**config.mk**
```make
export PLATFORM = sky130hd
export DESIGN_NAME = spmv_lane_flat
export DESIGN_NICKNAME = d
export VERILOG_FILES = /design/src/rtl/spmv_lane_if.sv /design/src/rtl/spmv_lane.sv /design/src/flat_wrapper.sv
export SDC_FILE = /design/constraint.sdc
export NUM_CORES = 2
export LEC_CHECK = 0
export CELL_PAD_IN_SITES_DETAIL_PLACEMENT = 0
export CELL_PAD_IN_SITES_GLOBAL_PLACEMENT = 2
export CORE_AREA = 2 2 450 452
export CTS_BUF_LIST = sky130_fd_sc_hd__clkbuf_8
export DETAILED_ROUTE_END_ITERATION = 12
export DIE_AREA = 0 0 452 454
export DONT_BUFFER_PORTS = 1
export PLACE_DENSITY = 0.95
export SYNTH_ARGS = -nofsm -noshare
export SYNTH_HDL_FRONTEND = slang
export SYNTH_SLANG_ARGS = --single-unit
```
**constraint.sdc**
```tcl
create_clock -name clk -period 10.23 [get_ports clk]
set_clock_uncertainty 0.05 [all_clocks]
set_input_delay 2.5575 -clock clk [delete_from_list [all_inputs] [get_ports clk]]
set_output_delay 2.5575 -clock clk [all_outputs]
set_load 0.03 [all_outputs]
```
**src/rtl/spmv_lane_if.sv**
```systemverilog
// Bus bundle for spmv_lane: arbiter nonzero input, BVB fetch/return pair and row-sum output.
interface spmv_lane_if #(
  parameter int DATA_W = 32,
  parameter int DIM_W  = 10
);
  // A nonzero transfers on every rising clk edge where in_valid && in_ready are both high;
  // while in_valid is high and in_ready low, the source holds in_val/in_col/in_last stable.
  logic              in_valid;
  logic              in_ready;
  logic [DATA_W-1:0] in_val;
  logic [DIM_W-1:0]  in_col;
  logic              in_last;

  logic [DIM_W-1:0]  col_out;
  logic              col_out_valid;
  logic [DATA_W-1:0] bvb_val;
  logic [DIM_W-1:0]  dec_row_id;

  logic              out_valid;
  logic [DIM_W-1:0]  out_row;
  logic [DATA_W-1:0] out_sum;

  modport master (
    output in_valid, in_val, in_col, in_last, bvb_val, dec_row_id,
    input  in_ready, col_out, col_out_valid, out_valid, out_row, out_sum
  );

  modport slave (
    input  in_valid, in_val, in_col, in_last, bvb_val, dec_row_id,
    output in_ready, col_out, col_out_valid, out_valid, out_row, out_sum
  );
endinterface

```
**src/rtl/spmv_lane.sv**
```systemverilog
// SpMV lane: fetch -> MUL_STAGES multiplier pipe -> per-row accumulator, plus row-length FIFO.
// Define SPMV_LANE_SAT_EN for saturating product/accumulation instead of wrapping arithmetic.
module spmv_lane #(
  parameter int DATA_W     = 32,
  parameter int DIM_W      = 10,
  parameter int MUL_STAGES = 4,
  parameter int RL_DEPTH   = 64
) (
  input  logic              clk,
  input  logic              rst_n,
  input  logic              spmv_init,
  spmv_lane_if.slave        bus,
  input  logic              rl_push,
  input  logic [DATA_W-1:0] rl_data,
  input  logic              rl_pop,
  output logic [DATA_W-1:0] rl_head,
  output logic              rl_empty,
  output logic              rl_full,
  output logic              done,
  output logic [1:0]        dbg_state
);
  localparam int AW = $clog2(RL_DEPTH);

  typedef enum logic [1:0] {
    S_RUN   = 2'd0,
    S_DRAIN = 2'd1,
    S_FLUSH = 2'd2,
    S_DONE  = 2'd3
  } state_t;

  state_t state_q, state_d;
  logic   run_ready;
  logic   accept;

  logic              f_valid;
  logic [DIM_W-1:0]  f_col;
  logic [DATA_W-1:0] f_val;
  logic              f_last;

  logic              p_valid [MUL_STAGES];
  logic [DATA_W-1:0] p_prod  [MUL_STAGES];
  logic [DIM_W-1:0]  p_row   [MUL_STAGES];
  logic              p_last  [MUL_STAGES];

  logic              q_valid;
  logic [DATA_W-1:0] q_prod;
  logic [DIM_W-1:0]  q_row;
  logic              q_last;

  logic              acc_live;
  logic [DATA_W-1:0] acc_sum;
  logic [DIM_W-1:0]  acc_row;

  logic              out_valid_q;
  logic [DIM_W-1:0]  out_row_q;
  logic [DATA_W-1:0] out_sum_q;

  logic [DATA_W-1:0] mul_res;
  logic [DATA_W-1:0] add_res;

`ifdef SPMV_LANE_SAT_EN
  localparam logic [DATA_W-1:0] S_MAX = {1'b0, {(DATA_W-1){1'b1}}};
  localparam logic [DATA_W-1:0] S_MIN = {1'b1, {(DATA_W-1){1'b0}}};

  logic signed [2*DATA_W-1:0] mul_full;
  logic signed [DATA_W:0]     add_full;

  assign mul_full = $signed(f_val) * $signed(bus.bvb_val);
  assign add_full = $signed({acc_sum[DATA_W-1], acc_sum}) + $signed({q_prod[DATA_W-1], q_prod});

  always_comb begin
    mul_res = mul_full[DATA_W-1:0];
    if (mul_full > $signed({{DATA_W{1'b0}}, S_MAX})) mul_res = S_MAX;
    else if (mul_full < $signed({{DATA_W{1'b1}}, S_MIN})) mul_res = S_MIN;
  end

  // A carry into the guard bit that disagrees with the sign bit means overflow.
  always_comb begin
    add_res = add_full[DATA_W-1:0];
    if (add_full[DATA_W] != add_full[DATA_W-1]) add_res = add_full[DATA_W] ? S_MIN : S_MAX;
  end
`else
  assign mul_res = f_val * bus.bvb_val;
  assign add_res = acc_sum + q_prod;
`endif

  assign bus.in_ready      = run_ready && !spmv_init;
  assign accept            = bus.in_valid && bus.in_ready;
  assign bus.col_out       = f_col;
  assign bus.col_out_valid = f_valid;
  assign bus.out_valid     = out_valid_q;
  assign bus.out_row       = out_row_q;
  assign bus.out_sum       = out_sum_q;
  assign dbg_state         = state_q;

  always_ff @(posedge clk or negedge rst_n) begin
    if (!rst_n) state_q <= S_RUN;
    else        state_q <= state_d;
  end

  always_comb begin
    state_d   = state_q;
    run_ready = 1'b0;
    case (state_q)
      S_RUN: begin
        run_ready = 1'b1;
        if (accept && bus.in_last) state_d = S_DRAIN;
      end
      S_DRAIN: if (q_valid && q_last) state_d = S_FLUSH;
      S_FLUSH: state_d = S_DONE;
      S_DONE:  state_d = S_DONE;
      default: state_d = S_RUN;
    endcase
    if (spmv_init) state_d = S_RUN;
  end

  // Valid bits always advance; payload registers only load behind a valid element.
  always_ff @(posedge clk or negedge rst_n) begin
    if (!rst_n) begin
      f_valid <= 1'b0;
      f_col   <= '0;
      f_val   <= '0;
      f_last  <= 1'b0;
      for (int i = 0; i < MUL_STAGES; i++) begin
        p_valid[i] <= 1'b0;
        p_prod[i]  <= '0;
        p_row[i]   <= '0;
        p_last[i]  <= 1'b0;
      end
      q_valid <= 1'b0;
      q_prod  <= '0;
      q_row   <= '0;
      q_last  <= 1'b0;
    end else if (spmv_init) begin
      f_valid <= 1'b0;
      f_col   <= '0;
      for (int i = 0; i < MUL_STAGES; i++) p_valid[i] <= 1'b0;
      q_valid <= 1'b0;
    end else begin
      f_valid <= accept;
      if (accept) begin
        f_col  <= bus.in_col;
        f_val  <= bus.in_val;
        f_last <= bus.in_last;
      end
      p_valid[0] <= f_valid;
      if (f_valid) begin
        p_prod[0] <= mul_res;
        p_row[0]  <= bus.dec_row_id;
        p_last[0] <= f_last;
      end
      for (int i = 1; i < MUL_STAGES; i++) begin
        p_valid[i] <= p_valid[i-1];
        if (p_valid[i-1]) begin
          p_prod[i] <= p_prod[i-1];
          p_row[i]  <= p_row[i-1];
          p_last[i] <= p_last[i-1];
        end
      end
      q_valid <= p_valid[MUL_STAGES-1];
      if (p_valid[MUL_STAGES-1]) begin
        q_prod <= p_prod[MUL_STAGES-1];
        q_row  <= p_row[MUL_STAGES-1];
        q_last <= p_last[MUL_STAGES-1];
      end
    end
  end

  always_ff @(posedge clk or negedge rst_n) begin
    if (!rst_n) begin
      acc_live    <= 1'b0;
      acc_sum     <= '0;
      acc_row     <= '0;
      out_valid_q <= 1'b0;
      out_row_q   <= '0;
      out_sum_q   <= '0;
      done        <= 1'b0;
    end else if (spmv_init) begin
      acc_live    <= 1'b0;
      acc_sum     <= '0;
      acc_row     <= '0;
      out_valid_q <= 1'b0;
      out_row_q   <= '0;
      out_sum_q   <= '0;
      done        <= 1'b0;
    end else begin
      out_valid_q <= 1'b0;
      done        <= (state_q == S_DONE);
      if (state_q == S_FLUSH) begin
        out_valid_q <= 1'b1;
        out_row_q   <= acc_row;
        out_sum_q   <= acc_sum;
        acc_live    <= 1'b0;
      end else if (q_valid) begin
        if (!acc_live) begin
          acc_sum  <= q_prod;
          acc_row  <= q_row;
          acc_live <= 1'b1;
        end else if (q_row == acc_row) begin
          acc_sum <= add_res;
        end else begin
          out_valid_q <= 1'b1;
          out_row_q   <= acc_row;
          out_sum_q   <= acc_sum;
          acc_sum     <= q_prod;
          acc_row     <= q_row;
        end
      end
    end
  end

  logic [DATA_W-1:0] rl_mem [RL_DEPTH];
  logic [AW-1:0]     wr_ptr, rd_ptr;
  logic [AW:0]       rl_count;
  logic              push_ok, pop_ok;

  assign rl_empty = (rl_count == '0);
  assign rl_full  = (rl_count == (AW+1)'(RL_DEPTH));
  assign pop_ok   = rl_pop && !rl_empty && !spmv_init;
  // A pop in the same cycle frees the slot, so a full FIFO still takes the push.
  assign push_ok  = rl_push && (!rl_full || pop_ok) && !spmv_init;
  assign rl_head  = rl_empty ? '0 : rl_mem[rd_ptr];

  always_ff @(posedge clk) begin
    if (push_ok) rl_mem[wr_ptr] <= rl_data;
  end

  always_ff @(posedge clk or negedge rst_n) begin
    if (!rst_n) begin
      wr_ptr   <= '0;
      rd_ptr   <= '0;
      rl_count <= '0;
    end else if (spmv_init) begin
      wr_ptr   <= '0;
      rd_ptr   <= '0;
      rl_count <= '0;
    end else begin
      if (push_ok) wr_ptr <= wr_ptr + 1'b1;
      if (pop_ok)  rd_ptr <= rd_ptr + 1'b1;
      if (push_ok && !pop_ok)      rl_count <= rl_count + 1'b1;
      else if (!push_ok && pop_ok) rl_count <= rl_count - 1'b1;
    end
  end
endmodule

```
**src/flat_wrapper.sv**
```systemverilog
// flat-port wrapper written by rule: the top's interface ports become plain ports
module spmv_lane_flat 
#(
  parameter int DATA_W     = 32,
  parameter int DIM_W      = 10,
  parameter int MUL_STAGES = 4,
  parameter int RL_DEPTH   = 64
)
  (clk, rst_n, spmv_init, rl_push, rl_data, rl_pop, rl_head, rl_empty, rl_full, done, dbg_state, bus_in_valid, bus_in_val, bus_in_col, bus_in_last, bus_bvb_val, bus_dec_row_id, bus_in_ready, bus_col_out, bus_col_out_valid, bus_out_valid, bus_out_row, bus_out_sum);
  spmv_lane_if #(.DATA_W(DATA_W), .DIM_W(DIM_W)) bus_i ();
  input  logic clk;
  input  logic rst_n;
  input  logic spmv_init;
  input  logic rl_push;
  input  logic [DATA_W-1:0] rl_data;
  input  logic rl_pop;
  output logic [DATA_W-1:0] rl_head;
  output logic rl_empty;
  output logic rl_full;
  output logic done;
  output logic [1:0] dbg_state;
  input wire logic [$bits(bus_i.in_valid)-1:0] bus_in_valid;
  input wire logic [$bits(bus_i.in_val)-1:0] bus_in_val;
  input wire logic [$bits(bus_i.in_col)-1:0] bus_in_col;
  input wire logic [$bits(bus_i.in_last)-1:0] bus_in_last;
  input wire logic [$bits(bus_i.bvb_val)-1:0] bus_bvb_val;
  input wire logic [$bits(bus_i.dec_row_id)-1:0] bus_dec_row_id;
  output wire logic [$bits(bus_i.in_ready)-1:0] bus_in_ready;
  output wire logic [$bits(bus_i.col_out)-1:0] bus_col_out;
  output wire logic [$bits(bus_i.col_out_valid)-1:0] bus_col_out_valid;
  output wire logic [$bits(bus_i.out_valid)-1:0] bus_out_valid;
  output wire logic [$bits(bus_i.out_row)-1:0] bus_out_row;
  output wire logic [$bits(bus_i.out_sum)-1:0] bus_out_sum;
  assign bus_i.in_valid = bus_in_valid;
  assign bus_i.in_val = bus_in_val;
  assign bus_i.in_col = bus_in_col;
  assign bus_i.in_last = bus_in_last;
  assign bus_i.bvb_val = bus_bvb_val;
  assign bus_i.dec_row_id = bus_dec_row_id;
  assign bus_in_ready = bus_i.in_ready;
  assign bus_col_out = bus_i.col_out;
  assign bus_col_out_valid = bus_i.col_out_valid;
  assign bus_out_valid = bus_i.out_valid;
  assign bus_out_row = bus_i.out_row;
  assign bus_out_sum = bus_i.out_sum;
  spmv_lane #(.DATA_W(DATA_W), .DIM_W(DIM_W), .MUL_STAGES(MUL_STAGES), .RL_DEPTH(RL_DEPTH)) u_core (.clk(clk), .rst_n(rst_n), .spmv_init(spmv_init), .bus(bus_i), .rl_push(rl_push), .rl_data(rl_data), .rl_pop(rl_pop), .rl_head(rl_head), .rl_empty(rl_empty), .rl_full(rl_full), .done(done), .dbg_state(dbg_state));
endmodule
```
# Word-level counts from Yosys, hierarchy flattened

Memories as Yosys holds them, arrays and structs flattened.
Index checks and enable logic that the tools add are counted.

Bitwise operators: 1
Equal/unequal tests: 10
$mul: 1
Reductions and logical operators: 36
Add/subtract/negate cells: 5
Muxes and demuxes: 49

Operator list:

| cell                                                                    | count |
|---|---|
| 32-bit two-way mux                                                      | 11 |
| 10-bit two-way mux                                                      | 12 |
| 32-bit adder                                                            | 1 |
| 32-bit by 32-bit multiplier with 32-bit output                          | 1 |
| 6-bit two-way mux                                                       | 4 |
| 7-bit two-way mux                                                       | 3 |
| 2-bit AND reduction                                                     | 8 |
| 1-bit two-way mux                                                       | 14 |
| 6-bit by 1-bit adder with 6-bit output, second input constant           | 2 |
| 10-bit == test                                                          | 1 |
| 1-bit logical AND                                                       | 10 |
| 3-bit by 2-bit inequality test with 1-bit output, second input constant | 3 |
| 3-bit nonzero test                                                      | 3 |
| 2-bit nonzero test                                                      | 4 |
| 7-bit by 1-bit adder with 7-bit output, second input constant           | 1 |
| 7-bit == test, second input constant                                    | 1 |
| 7-bit zero test                                                         | 1 |
| 7-bit by 1-bit subtractor with 7-bit output, second input constant      | 1 |
| 2-bit two-way mux                                                       | 3 |
| 2-bit case mux with 3 select lines                                      | 1 |
| 3-bit AND reduction                                                     | 2 |
| 1-bit zero test                                                         | 5 |
| 2-bit == test, second input constant                                    | 2 |
| 4-bit two-way mux                                                       | 1 |
| other kinds (7)                                                         | 7 |

Register bits: 372
Bits of input ports: 123
Memories: 1
Output and inout port bits: 92
Bits in writable memories: 2048

Memory list:

| memory        | words | width | rd ports | clocked after Yosys merged registers in | wr ports | line             | source |
|---|---|---|---|---|---|---|---|
| u_core.rl_mem | 64    | 32    | 1        | 0                                       | 1        | spmv_lane.sv:212 | `logic [DATA_W-1:0] rl_mem [RL_DEPTH];` |

# Longest topological paths before layout

Word-level depth: 12
Mapped depth: 26
Mapped depth without buffers: 24

# Worst setup path after synthesis

OpenSTA, ideal clock, no wires.

Path type: in2reg
From: in bus_bvb_val[2]
To: reg u_core.p_prod[127] in the netlist's numbering
Stages on the path: 25
Setup time: 0.082 ns
Setup slack: 1.277 ns
Required time: 10.098 ns
Arrival time: 8.822 ns
Buffers on the path: 2
Cell sequence: clkbuf_1 clkbuf_1 nand2_1 fa_1 inv_1 fa_1 inv_1 fa_1 inv_1 fa_1 inv_1 fa_1 fa_1 fa_1 inv_1 fa_1 xnor2_1 xnor2_1 xnor2_1 xnor2_1 xnor2_1 xnor2_1 xnor2_1 or4_1 a31oi_1

Word-level cells in the longest chain between the ends: 1

Ends and longest elaborated chain:

| what                                           | line               | source |
|---|---|---|
| start, declared                                | flat_wrapper.sv:26 | `input wire logic [$bits(bus_i.bvb_val)-1:0] bus_bvb_val;` |
| 32-bit by 32-bit multiplier with 32-bit output | spmv_lane.sv:83    | `assign mul_res = f_val * bus.bvb_val;` |
| end signal, assigned by index                  | spmv_lane.sv:155   | `p_prod[i] <= p_prod[i-1];` |
| end, declared                                  | spmv_lane.sv:41    | `logic [DATA_W-1:0] p_prod [MUL_STAGES];` |

No other way between the ends.
A chain may end at the register's enable or synchronous reset.

# Final worst setup path

Ends and elaborated chain as after synthesis.

==> metrics.sh <==
POSTSYNTHNETCOUNT=6711
INITIALDRTVIOLATIONCOUNT=7228
LAYOUT_COMMON_CELLS='sky130_fd_sc_hd__edfxtp_1, sky130_fd_sc_hd__mux4_2, sky130_fd_sc_hd__inv_1, sky130_fd_sc_hd__fa_1, sky130_fd_sc_hd__clkbuf_8'
ANT_NETS=0
DETAIL_ROUTE.WIRELENGTH_UM=272000
CHIPHEIGHT_UM=454
GLOBAL_ROUTE_WIRE_LENGTH_BEFORE_REPAIR_UM=399000
FINAL-HOLD-VIOLATION-COUNT=0
NUMBER_OF_INSERTED_FILLER_CELLS_IN_THE_FINAL_LAYOUT=13900
MIN_PERIOD_NS=8.05
CP.ARRIVAL_NS=8.94
SETUP_TNS_NS=0
VIAS=56600
WORST_EP_REQUIRED_TIME_NS=11.12
MAX_CAP_VIOLS=0
SYNTHFLOPTYPE='sky130_fd_sc_hd__edfxtp_1'
DP_HPWL_UM=160000
SYN2LAYOUT_AREA_GROWTH_PCT=9.36
PATH_TYPE_OF_THE_WORST_MIN_DELAY_PATH='reg -> reg'
WIRE_PER_INST_UM=29.8
CTS.REPORTEDPATHS.CLKPINSLEW_NS=0.06
GRT_USAGE=0.270
FINAL_NETS=6875
POST-CTS-SETUP-BUFFERS=0
CTS_TREE='yes'
CLOCK-ROOT-BUFFER='sky130_fd_sc_hd__clkbuf_8'
CLOCK_INSERTION_DELAY_WORST_SKEW_NS=1.07
MULTI_INPUT_AREA_UM2=36400
NUMBER_OF_ROWS_CREATED_AT_FLOORPLAN=165
FINALWEIGHTEDCONGESTION=0.835
LAYOUT.CELLS.MOST_COMMON='sky130_fd_sc_hd__edfxtp_1'
STARTPOINT_TYPE='input port'
DRC=0
MAX_FREQ_MHz=124
CORE_UM2=201000
SYNTH_ENABLE_FLOP_CELLS=2048
FLOORPLAN.INITIALDENSITY=0.545
GRT_ANTENNA_BEFORE_REPAIR=15
SETUP_WS_NS=2.18
MAX-CLOCK-PATH-BUFFERS=4
BOUNDARYPINS=215
UNREPAIRED_SETUP_ENDPOINTS_AFTER_GLOBAL_ROUTING='false'
DRIVE_GT1_FRAC=0.235
DP_SLACK_NS=1.18
MAXSLEWHEADROOM=0.0318
HOLD_SLACK_NS=0.390
POSTSYNTHAREAPERCELL_UM2=18.2
YOSYSWARNINGS=0
FIRST_GLOBAL_VIAS=58700
NETLIST_AREA_UM2=109000
CRITPATHKIND='in -> reg'
POST-ROUTE-PERIOD-UTIL=0.787
RUN_STATUS='completed'
YS_TYPES=65
AVGVIACOUNTPERCELL=6.19
MAXSLEWVIOLCOUNT=0
CTS_INSERTED_BUFFERS=382
DIEWIDTH_UM=452
PORT-BUFFER-COUNT=0
FINALSETUPVIOLATIONS=0
SEQUENTIAL_ELEMENT_SHARE_OF_THE_SYNTHESIZED_AREA=0.647
SYNTH_CELLS=6017
GRT_START_MAX_NET_PINS=373
DRTPASS1ITERATIONS=5
DIEAREA_UM2=205000
WORSTPATHMAXFANOUT=30
ASYNC_RESET_FF_FRAC=0.154
OVERFLOW=0
CTS_HTREE_LEVELS=5
CTS.SINKS=2420
REGISTER_AREA_UM2=70800
CTS_HOLD_BUF=0
CTSRESIZECOUNT=0
TRANSITION_TIME_OF_THE_TIGHTEST_SLEW_CHECK_PIN_NS=1.45
SYNTH.FF_LATCH_COUNT=2420
SETUP.WORST_PATH.END_CLASS='flop'
worst paths after layout:
kind / start / endpoint / slack [ns] / cells past startpoint
max: bus_bvb_val[2] / u_core.p_prod[127] / 2.18 / 22
min: u_core.p_prod[115] / u_core.p_prod[83] / 0.39 / 1
max reg2reg: u_core.f_val[13] / u_core.p_prod[127] / 2.62 / 23
min reg2reg: u_core.p_prod[115] / u_core.p_prod[83] / 0.39 / 1
max in group asynchronous: rst_n / u_core.rd_ptr[1] / 7.61 / 0
min in group asynchronous: rst_n / u_core.f_val[9] / 1.18 / 0
synth_stat cells (10+ instances only):
master / n / area (um^2)
sky130_fd_sc_hd__a22o_1: 66 / 578
sky130_fd_sc_hd__a31oi_1: 11 / 68.8
sky130_fd_sc_hd__a21o_1: 28 / 210
sky130_fd_sc_hd__nor3_1: 22 / 110
sky130_fd_sc_hd__nor2b_1: 49 / 307
sky130_fd_sc_hd__xnor2_1: 80 / 701
sky130_fd_sc_hd__and2_1: 293 / 1830
sky130_fd_sc_hd__mux2i_1: 10 / 100
sky130_fd_sc_hd__mux2_2: 205 / 2310
sky130_fd_sc_hd__fa_1: 410 / 8210
sky130_fd_sc_hd__a21oi_1: 50 / 250
sky130_fd_sc_hd__o21ai_0: 81 / 405
sky130_fd_sc_hd__buf_2: 56 / 280
sky130_fd_sc_hd__xor2_1: 47 / 412
sky130_fd_sc_hd__ha_1: 161 / 2010
sky130_fd_sc_hd__mux4_2: 672 / 15100
sky130_fd_sc_hd__inv_1: 407 / 1530
sky130_fd_sc_hd__nand3_1: 24 / 120
sky130_fd_sc_hd__nor2_1: 115 / 432
sky130_fd_sc_hd__nand2b_1: 18 / 113
sky130_fd_sc_hd__buf_1: 39 / 146
sky130_fd_sc_hd__o21a_1: 14 / 105
sky130_fd_sc_hd__nand2_1: 387 / 1450
sky130_fd_sc_hd__dfrtp_1: 372 / 9310
sky130_fd_sc_hd__edfxtp_1: 2048 / 61500
sky130_fd_sc_hd__clkbuf_1: 225 / 845
sequential cells by signal, summed over array words and instances (netlist names), 32 cells and up:
| name | count |
|---|---|
| u_core.f_val | 32 |
| u_core.bus.out_sum | 32 |
| u_core.rl_mem | 2048 |
| u_core.q_prod | 32 |
| u_core.p_row | 40 |
| u_core.acc_sum | 32 |
| u_core.p_prod | 128 |
through the flow:
stage | util | cell area, um^2 | std cells
final | 0.596 | 120000 | 9132
after global routing | 0.596 | 120000 | 9124
after CTS | 0.596 | 120000 | 9122
after detailed placement | 0.562 | 113000 | 8469
after global placement | 0.562 | 113000 | 8469
after floorplan | - | 109000 | 6017
critical path, cell delays in order:
cell and delay, ns:
sky130_fd_sc_hd__and2_1 0.14, sky130_fd_sc_hd__fa_1 0.53, sky130_fd_sc_hd__inv_1 0.05, sky130_fd_sc_hd__fa_1 0.49, sky130_fd_sc_hd__fa_1 0.46, sky130_fd_sc_hd__fa_1 0.56, sky130_fd_sc_hd__inv_1 0.06, sky130_fd_sc_hd__fa_1 0.49
sky130_fd_sc_hd__inv_1 0.05, sky130_fd_sc_hd__fa_1 0.53, sky130_fd_sc_hd__inv_1 0.05, sky130_fd_sc_hd__fa_1 0.49, sky130_fd_sc_hd__fa_1 0.41, sky130_fd_sc_hd__ha_1 0.37, sky130_fd_sc_hd__and4_1 0.26, sky130_fd_sc_hd__and2_1 0.15
sky130_fd_sc_hd__a21oi_1 0.06, sky130_fd_sc_hd__o21ai_0 0.12, sky130_fd_sc_hd__o2111ai_1 0.22, sky130_fd_sc_hd__and3_1 0.22, sky130_fd_sc_hd__or4_1 0.49, sky130_fd_sc_hd__a31oi_1 0.16
area by class of cell:
type,instances,share of cell area
flip-flops and latches,2420,0.592
multi-input cells,2868,0.304
clock buffers,404,0.0465
well taps,2672,0.0279
inverters,408,0.0128
clock inverters,249,0.00971
repair buffers,101,0.00738
diodes,10,0.000209
logic make-up after synthesis:
logic type | Yosys count | synth area share
flops | 2420 | 0.647
simple gates | 964 | 0.0434
mux | 887 | 0.160
buf+inv | 729 | 0.0257
fa+ha+maj | 571 | 0.0934
compound gates | 319 | 0.0200
xor+xnor | 127 | 0.0102
metal layers:
| metal | global-route usage | part of all wire | wire [um] |
|---|---|---|---|
| met5 | 0 | 0.000084 | 23 |
| met4 | 0.0975 | 0.036 | 9880 |
| met3 | 0.0690 | 0.11 | 28800 |
| met2 | 0.422 | 0.47 | 129000 |
| met1 | 0.371 | 0.38 | 104000 |
Power is not shown: default switching activity piles up to over one toggle a cycle in this logic, so the estimate is an artifact.
